<file path="config.mk">
export PLATFORM = sky130hd
export DESIGN_NAME = fib_wb_ctrl
export DESIGN_NICKNAME = d
export VERILOG_FILES = /design/src/rtl/fib_pkg.sv /design/src/rtl/fib_wb_ctrl.sv
export SDC_FILE = /design/constraint.sdc
export NUM_CORES = 1
export LEC_CHECK = 0
export CAP_MARGIN = 40
export CELL_PAD_IN_SITES_DETAIL_PLACEMENT = 0
export CELL_PAD_IN_SITES_GLOBAL_PLACEMENT = 1
export CORE_ASPECT_RATIO = 0.8
export CORE_MARGIN = 2
export CORE_UTILIZATION = 25
export CTS_CLUSTER_SIZE = 12
export DETAILED_ROUTE_END_ITERATION = 12
export PLACE_DENSITY_LB_ADDON = 0.1
export SLEW_MARGIN = 20
export SYNTH_ARGS = -nofsm -noshare
export SYNTH_HDL_FRONTEND = slang
export SYNTH_SLANG_ARGS = --single-unit
</file>
<file path="constraint.sdc">
create_clock -name wb_clk_i -period 3.1 [get_ports wb_clk_i]
set_input_delay 0.62 -clock wb_clk_i [delete_from_list [all_inputs] [get_ports wb_clk_i]]
set_output_delay 0.62 -clock wb_clk_i [all_outputs]
set_load 0.02 [all_outputs]
</file>
<file path="src/rtl/fib_pkg.sv">
// Shared constants, register map and FSM encoding for the Fibonacci engine
// Wishbone controller.
package fib_pkg;

    localparam int N_W   = 8;
    localparam int FN_W  = 32;
    localparam int CNT_W = 9;

    localparam logic [1:0] CTRL   = 2'd0;
    localparam logic [1:0] STATUS = 2'd1;
    localparam logic [1:0] RESULT = 2'd2;
    localparam logic [1:0] IRQ    = 2'd3;

    localparam int STAT_BUSY     = 0;
    localparam int STAT_DONE     = 1;
    localparam int STAT_IRQ_EN   = 2;
    localparam int STAT_IRQ_PEND = 3;

    localparam int CTRL_START_BIT = 8;
    localparam int IRQ_EN_BIT     = 0;
    localparam int IRQ_CLR_BIT    = 1;

    typedef enum logic [1:0] {
        IDLE  = 2'd0,
        START = 2'd1,
        WAIT  = 2'd2,
        DONE  = 2'd3
    } fib_state_t;

    // Zero-extend n before adding the latency so n + lat never wraps.
    function automatic logic [CNT_W-1:0] cnt_load(input logic [N_W-1:0] n,
                                                  input logic [CNT_W-1:0] lat);
        return {1'b0, n} + lat;
    endfunction

endpackage

</file>
<file path="src/rtl/fib_wb_ctrl.sv">
// Wishbone slave that starts a Fibonacci engine and captures its result.
// Optional done interrupt enabled by defining FIB_WB_IRQ_EN.
module fib_wb_ctrl
    import fib_pkg::*;
#(
    parameter logic [31:0] BASE_ADDR = 32'h3000_0000,
    parameter int          FIB_LAT   = 2
) (
    input  logic            wb_clk_i,
    input  logic            wb_rst_i,
    input  logic            wbs_cyc_i,
    input  logic            wbs_stb_i,
    input  logic            wbs_we_i,
    input  logic [31:0]     wbs_adr_i,
    input  logic [31:0]     wbs_dat_i,
    input  logic [3:0]      wbs_sel_i,
    output logic            wbs_ack_o,
    output logic [31:0]     wbs_dat_o,
    output logic            fib_st,
    output logic [N_W-1:0]  fib_n,
    input  logic [FN_W-1:0] fib_fn
`ifdef FIB_WB_IRQ_EN
    ,
    output logic            irq
`endif
);

    localparam logic [CNT_W-1:0] LAT_C = CNT_W'(FIB_LAT);

    fib_state_t       state_r;
    logic [CNT_W-1:0] cnt_r;
    logic [FN_W-1:0]  result_r;

    logic             sel_s;
    logic             wr_s;
    logic [1:0]       off_s;
    logic             ctrl_wr_s;
    logic             start_req_s;
    logic [N_W-1:0]   n_next_s;
    logic             capture_s;
    logic             busy_s;
    logic             done_s;
    logic             irq_en_s;
    logic             irq_pend_s;
    logic [31:0]      rdata_s;
    logic             unused_s;

    // The ack term blocks re-selection, so a held strobe is acked every other cycle.
    assign sel_s       = wbs_cyc_i & wbs_stb_i & ~wbs_ack_o &
                         (wbs_adr_i[31:4] == BASE_ADDR[31:4]);
    assign wr_s        = sel_s & wbs_we_i;
    assign off_s       = wbs_adr_i[3:2];
    assign ctrl_wr_s   = wr_s & (off_s == CTRL);
    assign start_req_s = ctrl_wr_s & wbs_sel_i[1] & wbs_dat_i[CTRL_START_BIT];
    assign n_next_s    = wbs_sel_i[0] ? wbs_dat_i[N_W-1:0] : fib_n;
    assign capture_s   = (state_r == WAIT) && (cnt_r == {CNT_W{1'b0}});
    assign busy_s      = (state_r == START) || (state_r == WAIT);
    assign done_s      = (state_r == DONE);
    assign unused_s    = ^{wbs_adr_i[1:0], wbs_dat_i[31:9], wbs_sel_i[3:2]};

`ifdef FIB_WB_IRQ_EN
    logic irq_en_r;
    logic irq_pend_r;
    logic irq_wr_s;
    logic irq_en_nx_s;
    logic irq_pend_nx_s;

    assign irq_wr_s      = wr_s & (off_s == IRQ) & wbs_sel_i[0];
    assign irq_en_nx_s   = irq_wr_s ? wbs_dat_i[IRQ_EN_BIT] : irq_en_r;
    // A completion in the same cycle as a clear wins, so no done event is lost.
    assign irq_pend_nx_s = capture_s ? 1'b1 :
                           (irq_wr_s && wbs_dat_i[IRQ_CLR_BIT]) ? 1'b0 : irq_pend_r;
    assign irq_en_s      = irq_en_r;
    assign irq_pend_s    = irq_pend_r;

    // Interrupt enable, pending flag and registered interrupt line.
    always_ff @(posedge wb_clk_i or posedge wb_rst_i) begin
        if (wb_rst_i) begin
            irq_en_r   <= 1'b0;
            irq_pend_r <= 1'b0;
            irq        <= 1'b0;
        end else begin
            irq_en_r   <= irq_en_nx_s;
            irq_pend_r <= irq_pend_nx_s;
            irq        <= irq_en_nx_s & irq_pend_nx_s;
        end
    end
`else
    assign irq_en_s   = 1'b0;
    assign irq_pend_s = 1'b0;
`endif

    // Read data mux; write-only bits and unmapped fields read as zero.
    always_comb begin
        rdata_s = 32'd0;
        case (off_s)
            CTRL:    rdata_s = 32'd0;
            STATUS:  rdata_s = {28'd0, irq_pend_s, irq_en_s, done_s, busy_s};
            RESULT:  rdata_s = result_r;
            IRQ:     rdata_s = {31'd0, irq_en_s};
            default: rdata_s = 32'd0;
        endcase
    end

    // Bus response: one-cycle ack with read data valid only alongside it.
    always_ff @(posedge wb_clk_i or posedge wb_rst_i) begin
        if (wb_rst_i) begin
            wbs_ack_o <= 1'b0;
            wbs_dat_o <= 32'd0;
        end else begin
            wbs_ack_o <= sel_s;
            wbs_dat_o <= (sel_s && !wbs_we_i) ? rdata_s : 32'd0;
        end
    end

    // Engine sequencing FSM with index, latency counter and result capture.
    always_ff @(posedge wb_clk_i or posedge wb_rst_i) begin
        if (wb_rst_i) begin
            state_r  <= IDLE;
            fib_st   <= 1'b0;
            fib_n    <= {N_W{1'b0}};
            cnt_r    <= {CNT_W{1'b0}};
            result_r <= {FN_W{1'b0}};
        end else begin
            case (state_r)
                IDLE, DONE: begin
                    if (ctrl_wr_s) begin
                        fib_n <= n_next_s;
                    end else begin
                        fib_n <= fib_n;
                    end
                    if (start_req_s) begin
                        state_r <= START;
                        fib_st  <= 1'b1;
                        cnt_r   <= cnt_load(n_next_s, LAT_C);
                    end else begin
                        state_r <= state_r;
                        fib_st  <= 1'b0;
                    end
                end
                START: begin
                    state_r <= WAIT;
                    fib_st  <= 1'b0;
                end
                WAIT: begin
                    fib_st <= 1'b0;
                    if (cnt_r == {CNT_W{1'b0}}) begin
                        result_r <= fib_fn;
                        state_r  <= DONE;
                    end else begin
                        cnt_r <= cnt_r - {{(CNT_W-1){1'b0}}, 1'b1};
                    end
                end
                default: begin
                    state_r <= IDLE;
                    fib_st  <= 1'b0;
                end
            endcase
        end
    end

endmodule

</file>
# --- Word-level counts from Yosys, hierarchy flattened ---
# Index checks and enable logic that the tools add are counted.
classes:
  addsub: 2
  n_bitwise: 8
  n_reduce_logical: 14
  n_mux: 11
  n_eq_ne: 10
ops:
  columns: ["cell", "count"]
  rows:
  - ["32-bit case mux with 3 select lines", 1]
  - ["32-bit 2-to-1 mux", 1]
  - ["28-bit by 26-bit equality test with 1-bit output, second input constant", 1]
  - ["9-bit 2-to-1 mux", 2]
  - ["9-bit case mux with 2 select lines", 1]
  - ["8-bit by 2-bit adder with 9-bit output, second input constant", 1]
  - ["9-bit zero test", 1]
  - ["9-bit by 1-bit subtractor with 9-bit output, second input constant", 1]
  - ["2-bit equality test, second input constant", 4]
  - ["8-bit 2-to-1 mux", 1]
  - ["1-bit bitwise AND", 7]
  - ["2-bit case mux with 3 select lines", 1]
  - ["2-bit AND reduction", 3]
  - ["2-bit OR reduction", 3]
  - ["2-bit by 1-bit equality test with 1-bit output, second input constant", 2]
  - ["2-bit zero test", 2]
  - ["2-bit 2-to-1 mux", 2]
  - ["2-bit inequality test, second input constant", 2]
  - ["3-bit AND reduction", 1]
  - ["2-bit by 1-bit inequality test with 1-bit output, second input constant", 1]
  - ["1-bit case mux with 2 select lines", 1]
  - ["2-bit nonzero test", 1]
  - ["1-bit logical AND", 1]
  - ["1-bit zero test", 1]
  - ["3 further kinds", 3]
totals:
  output_inout_bits: 42
  input_bits: 105
  elab_cells: 52
  register_bits: 85

# --- Longest topological paths before layout ---
logic_depth:
  ltp_word: 9
  ltp_mapped: 9
  mapped_depth_nobuf: 7

# --- Worst setup path before layout ---
# No wires, ideal clock.
synth_timing:
  path_type: "input-to-reg"
  startpoint: "in wbs_sel_i[0]"
  endpoint: "reg cnt_r[7]"
  path_buffers: 2
  arrival_time_ns: 2.252
  cell_stages: 9
  setup_time_ns: 0.121
  required_time_ns: 2.979
  setup_slack_ns: 0.727
  path_cell_list: "clkbuf_1 -> buf_2 -> mux2_2 -> ha_1 -> nand4b_1 -> a211oi_1 -> xor2_1 -> o21ai_0 -> a22o_1"
synth_between:
  elab_chain_len: 4
synth_rtl:
  columns: ["element", "line_no", "rtl"]
  rows:
  - ["start: declaration", "fib_wb_ctrl.sv:16", "input logic [3:0] wbs_sel_i,"]
  - ["8-bit 2-to-1 mux", "fib_wb_ctrl.sv:55", "assign n_next_s = wbs_sel_i[0] ? wbs_dat_i[N_W-1:0] : fib_n;"]
  - ["net n_next_s[1]", "fib_wb_ctrl.sv:39", "logic [N_W-1:0] n_next_s;"]
  - ["8-bit by 2-bit adder with 9-bit output", "fib_pkg.sv:33", "return {1'b0, n} + lat;"]
  - ["9-bit 2-to-1 mux", "fib_wb_ctrl.sv:132", "if (start_req_s) begin"]
  - ["9-bit case mux with 2 select lines", "fib_wb_ctrl.sv:125", "case (state_r)"]
  - ["end signal: assignment", "fib_wb_ctrl.sv:122", "cnt_r <= {CNT_W{1'b0}};"]
  - ["end signal: assignment", "fib_wb_ctrl.sv:135", "cnt_r <= cnt_load(n_next_s, LAT_C);"]
  - ["end signal: assignment", "fib_wb_ctrl.sv:151", "cnt_r <= cnt_r - {{(CNT_W-1){1'b0}}, 1'b1};"]
  - ["end: declaration", "fib_wb_ctrl.sv:31", "logic [CNT_W-1:0] cnt_r;"]
# The timed path passes the listed nets, and every way through them passes these cells. The select of a mux whose other input is x is not followed.
# A chain may end at the register's enable or synchronous reset.

# --- Worst setup path after layout ---
layout_timing:
  startpoint: "reg cnt_r[0]"
  endpoint: "reg cnt_r[6]"
layout_between:
  elab_chain_len: 3
  elab_cells_between_ends: 6
  cone_classes: "add/sub: 1; eq/ne: 1; mux: 2; reduce/logical: 2"
layout_rtl:
  columns: ["element", "line_no"]
  rows:
  - ["9-bit by 1-bit subtractor with 9-bit output / 9-bit zero test (equally long branches)", "fib_wb_ctrl.sv:151, fib_wb_ctrl.sv:147"]
  - ["9-bit 2-to-1 mux / 2-bit inequality test (equally long branches)", null]
  - ["9-bit case mux with 2 select lines / 3-bit AND reduction (equally long branches)", null]
# Parallel ways exist; a longest one is shown, timed or not. The select of a mux whose other input is x is not followed.

==> out/metrics.json <==
{
  "crit_chain": "inv_1 -> ha_1 -> or4b_4 -> o31ai_4 -> nor2_4 -> or2_1 -> a22o_1",
  "power_mw": 2.39,
  "cap_viol_max_count": 0,
  "syn2layout_area_growth_pct": 47.3,
  "post_cts_buffers": 0,
  "p_seq_frac": 0.492,
  "vias_per_cell": 4.49,
  "cellLeakagePower_nw": 2.30,
  "drc_errors": 0,
  "placedInstanceArea_um2": 5150,
  "critical-path-max-stage-delay_ns": 0.53,
  "syn-num-nets": 402,
  "critPathTopFamily": "simple AND/OR/NAND/NOR gates",
  "final_period_minus_worst_setup_slack_ns": 2.49,
  "grt_pass1_wl_um": 14700,
  "wl_per_cell_um": 14.6,
  "finalNetCount": 528,
  "root_buffer": "sky130_fd_sc_hd__clkbuf_16",
  "timing.max_slew.rel_slack": 0.560,
  "reg2regPathDepth": 7,
  "layout.cells.most_common": "sky130_fd_sc_hd__clkdlybuf4s50_1",
  "dr.pass1.iters": 4,
  "tritoncts_clock_tree": "built",
  "worstSkewPairLatency_ns": 0.34,
  "ys_ff_latch": 85,
  "combPwrFrac": 0.080,
  "port_buffers": 119,
  "pin_count_of_the_biggest_net_entering_global_routing": 40,
  "grt_setup_unrepaired": "no",
  "cts-hold-fix-buffers": 0,
  "max_freq_mhz": 402,
  "max-clock-path-buffers": 2,
  "hold-path-cell-count": 1,
  "p_clk_frac": 0.428,
  "worstPathMaxFanout": 9,
  "setup-violations-final": 0,
  "final.fill_count": 1418,
  "end_kind": "flop",
  "critical_setup_path_kind": "flop to flop",
  "worst_pin_slew_ns": 0.660,
  "initial_core_util": 0.257,
  "regToRegSetupSlack_ns": 0.61,
  "post-route-period-util": 0.803,
  "yosys_warnings": 0,
  "post_synthesis_instance_area_um2": 3690,
  "power.density_nw_per_um2": 441,
  "reg2reg_to": "cnt_r[6]$_DFFE_PP0P_",
  "htreeDepth": 3,
  "syn-instance-count": 292,
  "crit_slowest_cell": "sky130_fd_sc_hd__or4b_4",
  "numCtsBuffers": 9,
  "syn_avg_cell_area_um2": 12.6,
  "detail_route.wirelength_um": 8870,
  "antenna-diode-count": 0,
  "hold_path_class": "flop to flop",
  "dp_hpwl_um": 6500,
  "die-area_um2": 15800,
  "fp_rows": 39,
  "layout-drive-gt1-share": 0.170,
  "min-delay-start": "result_r[10]$_DFFE_PP0P_",
  "cts.repair.resized": 0,
  "clk_transition_reported_paths_ns": 0.06,
  "async_reset_ff_frac": 1.00,
  "dominantRegCellSynth": "sky130_fd_sc_hd__dfrtp_1",
  "timing.final.max_slew_violations": 0,
  "clkSinkCount": 85,
  "synth_edf_count": 0,
  "ant_nets": 0,
  "run_status": "finished clean",
  "power_switching_share": 0.231,
  "vias": 2725,
  "worst_ep_arrival_time_ns": 2.72,
  "worst_ep_required_time_ns": 3.33,
  "finalInstanceArea_um2": 5430,
  "grt_use_total": 0.121,
  "final.setup.tns_ns": 0,
  "gp_congestion": 0.734,
  "worst_hold_path.endpoint": "wbs_dat_o[10]$_DFF_PP0_",
  "floorplan.core_area_um2": 14300,
  "sequential_element_share_of_the_synthesized_area": 0.576,
  "net_switching_power_of_the_design_uw": 552,
  "p_int_mw": 1.84,
  "die_w_um": 140,
  "buffers_inverters_on_critical_path": 1,
  "die_height_um": 113,
  "grt_remaining_overflow": 0,
  "hold_violations": 0,
  "most_frequent_cells_in_the_layout": "119 x sky130_fd_sc_hd__clkdlybuf4s50_1, 85 x sky130_fd_sc_hd__dfrtp_1, 42 x sky130_fd_sc_hd__mux2_2, 30 x sky130_fd_sc_hd__and2_1, 11 x sky130_fd_sc_hd__o21ai_0",
  "drt_first_iter_violations": 114,
  "synthDistinctLibCells": 48,
  "grt_antenna_before_repair": 0,
  "number_of_global_route_vias_before_repair": 2742,
  "timing.clock.skew_ns": 0.00748,
  "setup.worst_path.start_class": "flop",
  "number_of_top_level_pins": 147,
  "power.ir.vdd_worst_mv": 0.269,
  "r2r-start": "cnt_r[0]$_DFFE_PP0P_"
}
-- flip-flops by register name, summed over array words and instances (netlist names) --
signal     count
wbs_ack_o      1
result_r      32
cnt_r          9
state_r        2
fib_n          8
fib_st         1
wbs_dat_o     32
-- power by group through the flow --
stage | logic (mW) | registers, mW | clock network [mW]
4_1_cts | 0.196 | 1.18 | 1.07
6_report | 0.191 | 1.18 | 1.03
5_1_grt | 0.211 | 1.18 | 1.10
3_5_place_dp | 0.196 | 1.20 | 0
2_1_floorplan | 0.0700 | 1.19 | 0
3_3_place_gp | 0.193 | 1.20 | 0
-- worst register-to-register path: stages, from the launching register on --
cell                      delay (ns)
sky130_fd_sc_hd__dfrtp_1        0.44
sky130_fd_sc_hd__inv_1          0.11
sky130_fd_sc_hd__ha_1           0.23
sky130_fd_sc_hd__or4b_4         0.53
sky130_fd_sc_hd__o31ai_4        0.37
sky130_fd_sc_hd__nor2_4         0.11
sky130_fd_sc_hd__or2_1          0.36
sky130_fd_sc_hd__a22o_1         0.24
-- per-stage QoR --
stage,util,std cells,hold WS (ns),setup WS [ns]
finish,0.379,607,0.471,0.610
global placement,0.359,591,0.453,0.325
CTS,0.379,607,0.474,0.601
global route,0.379,607,0.485,0.471
detailed placement,0.359,591,0.460,0.304
floorplan,-,292,0.447,0.287
-- worst max-delay path by stage --
stage | startpoint | endpoint | slack, ns | depth (start not counted)
4_1_cts | cnt_r[0]$_DFFE_PP0P_ | cnt_r[3]$_DFFE_PP0P_ | 0.60 | 7
3_5_place_dp | wbs_adr_i[5] | wbs_dat_o[8]$_DFF_PP0_ | 0.30 | 7
6_report | cnt_r[0]$_DFFE_PP0P_ | cnt_r[6]$_DFFE_PP0P_ | 0.61 | 7
3_3_place_gp | wbs_adr_i[5] | wbs_dat_o[7]$_DFF_PP0_ | 0.33 | 7
5_1_grt | cnt_r[0]$_DFFE_PP0P_ | cnt_r[6]$_DFFE_PP0P_ | 0.47 | 7
2_1_floorplan | wb_rst_i | cnt_r[0]$_DFFE_PP0P_ | 0.29 | 1
-- cell usage after synthesis, types with 2 or more instances --
| library cell | n | share of area |
|---|---|---|
| sky130_fd_sc_hd__a211oi_1 | 2 | 0.0041 |
| sky130_fd_sc_hd__a21oi_1 | 4 | 0.0054 |
| sky130_fd_sc_hd__a22o_1 | 5 | 0.012 |
| sky130_fd_sc_hd__a22oi_1 | 2 | 0.0041 |
| sky130_fd_sc_hd__and2_1 | 30 | 0.051 |
| sky130_fd_sc_hd__and3_1 | 4 | 0.0068 |
| sky130_fd_sc_hd__buf_2 | 2 | 0.0027 |
| sky130_fd_sc_hd__clkbuf_1 | 9 | 0.0092 |
| sky130_fd_sc_hd__dfrtp_1 | 85 | 0.58 |
| sky130_fd_sc_hd__ha_1 | 5 | 0.017 |
| sky130_fd_sc_hd__inv_1 | 9 | 0.0092 |
| sky130_fd_sc_hd__mux2_2 | 42 | 0.13 |
| sky130_fd_sc_hd__mux2i_1 | 8 | 0.022 |
| sky130_fd_sc_hd__nand2_1 | 8 | 0.0081 |
| sky130_fd_sc_hd__nand3_1 | 6 | 0.0081 |
| sky130_fd_sc_hd__nand4_1 | 7 | 0.012 |
| sky130_fd_sc_hd__nand4b_1 | 2 | 0.0047 |
| sky130_fd_sc_hd__nor2_1 | 4 | 0.0041 |
| sky130_fd_sc_hd__nor2b_1 | 2 | 0.0034 |
| sky130_fd_sc_hd__nor3_1 | 4 | 0.0054 |
| sky130_fd_sc_hd__nor3b_1 | 3 | 0.0061 |
| sky130_fd_sc_hd__nor4_1 | 7 | 0.012 |
| sky130_fd_sc_hd__o21ai_0 | 11 | 0.015 |
| sky130_fd_sc_hd__o22ai_1 | 4 | 0.0068 |
| sky130_fd_sc_hd__or3_1 | 2 | 0.0034 |
| sky130_fd_sc_hd__xor2_1 | 3 | 0.0071 |
-- cell families (layout without fill, tap and decap cells) --
group                    after synthesis  in the layout  synth area share
AO/OA/AOI/OAI                         37             37            0.0702
XOR/XNOR                               4              4           0.00950
adder cells (fa/ha/maj)                5              5            0.0170
buffers and inverters                 22            153            0.0251
flip-flops                            85             85             0.576
multiplexers                          50             50             0.150
AND/OR/NAND/NOR                       89             89             0.152
-- metal layers --
layer  vias up  wire [um]  share of wire  track usage
met5         -          0              0            0
met4         0        144          0.016       0.0440
met3        11        752          0.085       0.0495
met2       101       3870           0.44        0.178
met1      1313       4110           0.46        0.160
li1       1300          -              -            -
-- cell type report --
type	count	area [um^2]	area share
repair buffers	127	1280	0.235
clock inverters	6	46.3	0.00852
clock buffers	10	239	0.0440
multi-input cells	185	1480	0.272
flip-flops and latches	85	2130	0.391
well taps	184	230	0.0424
inverters	10	38.8	0.00714
(Power assumes the default switching activity.)
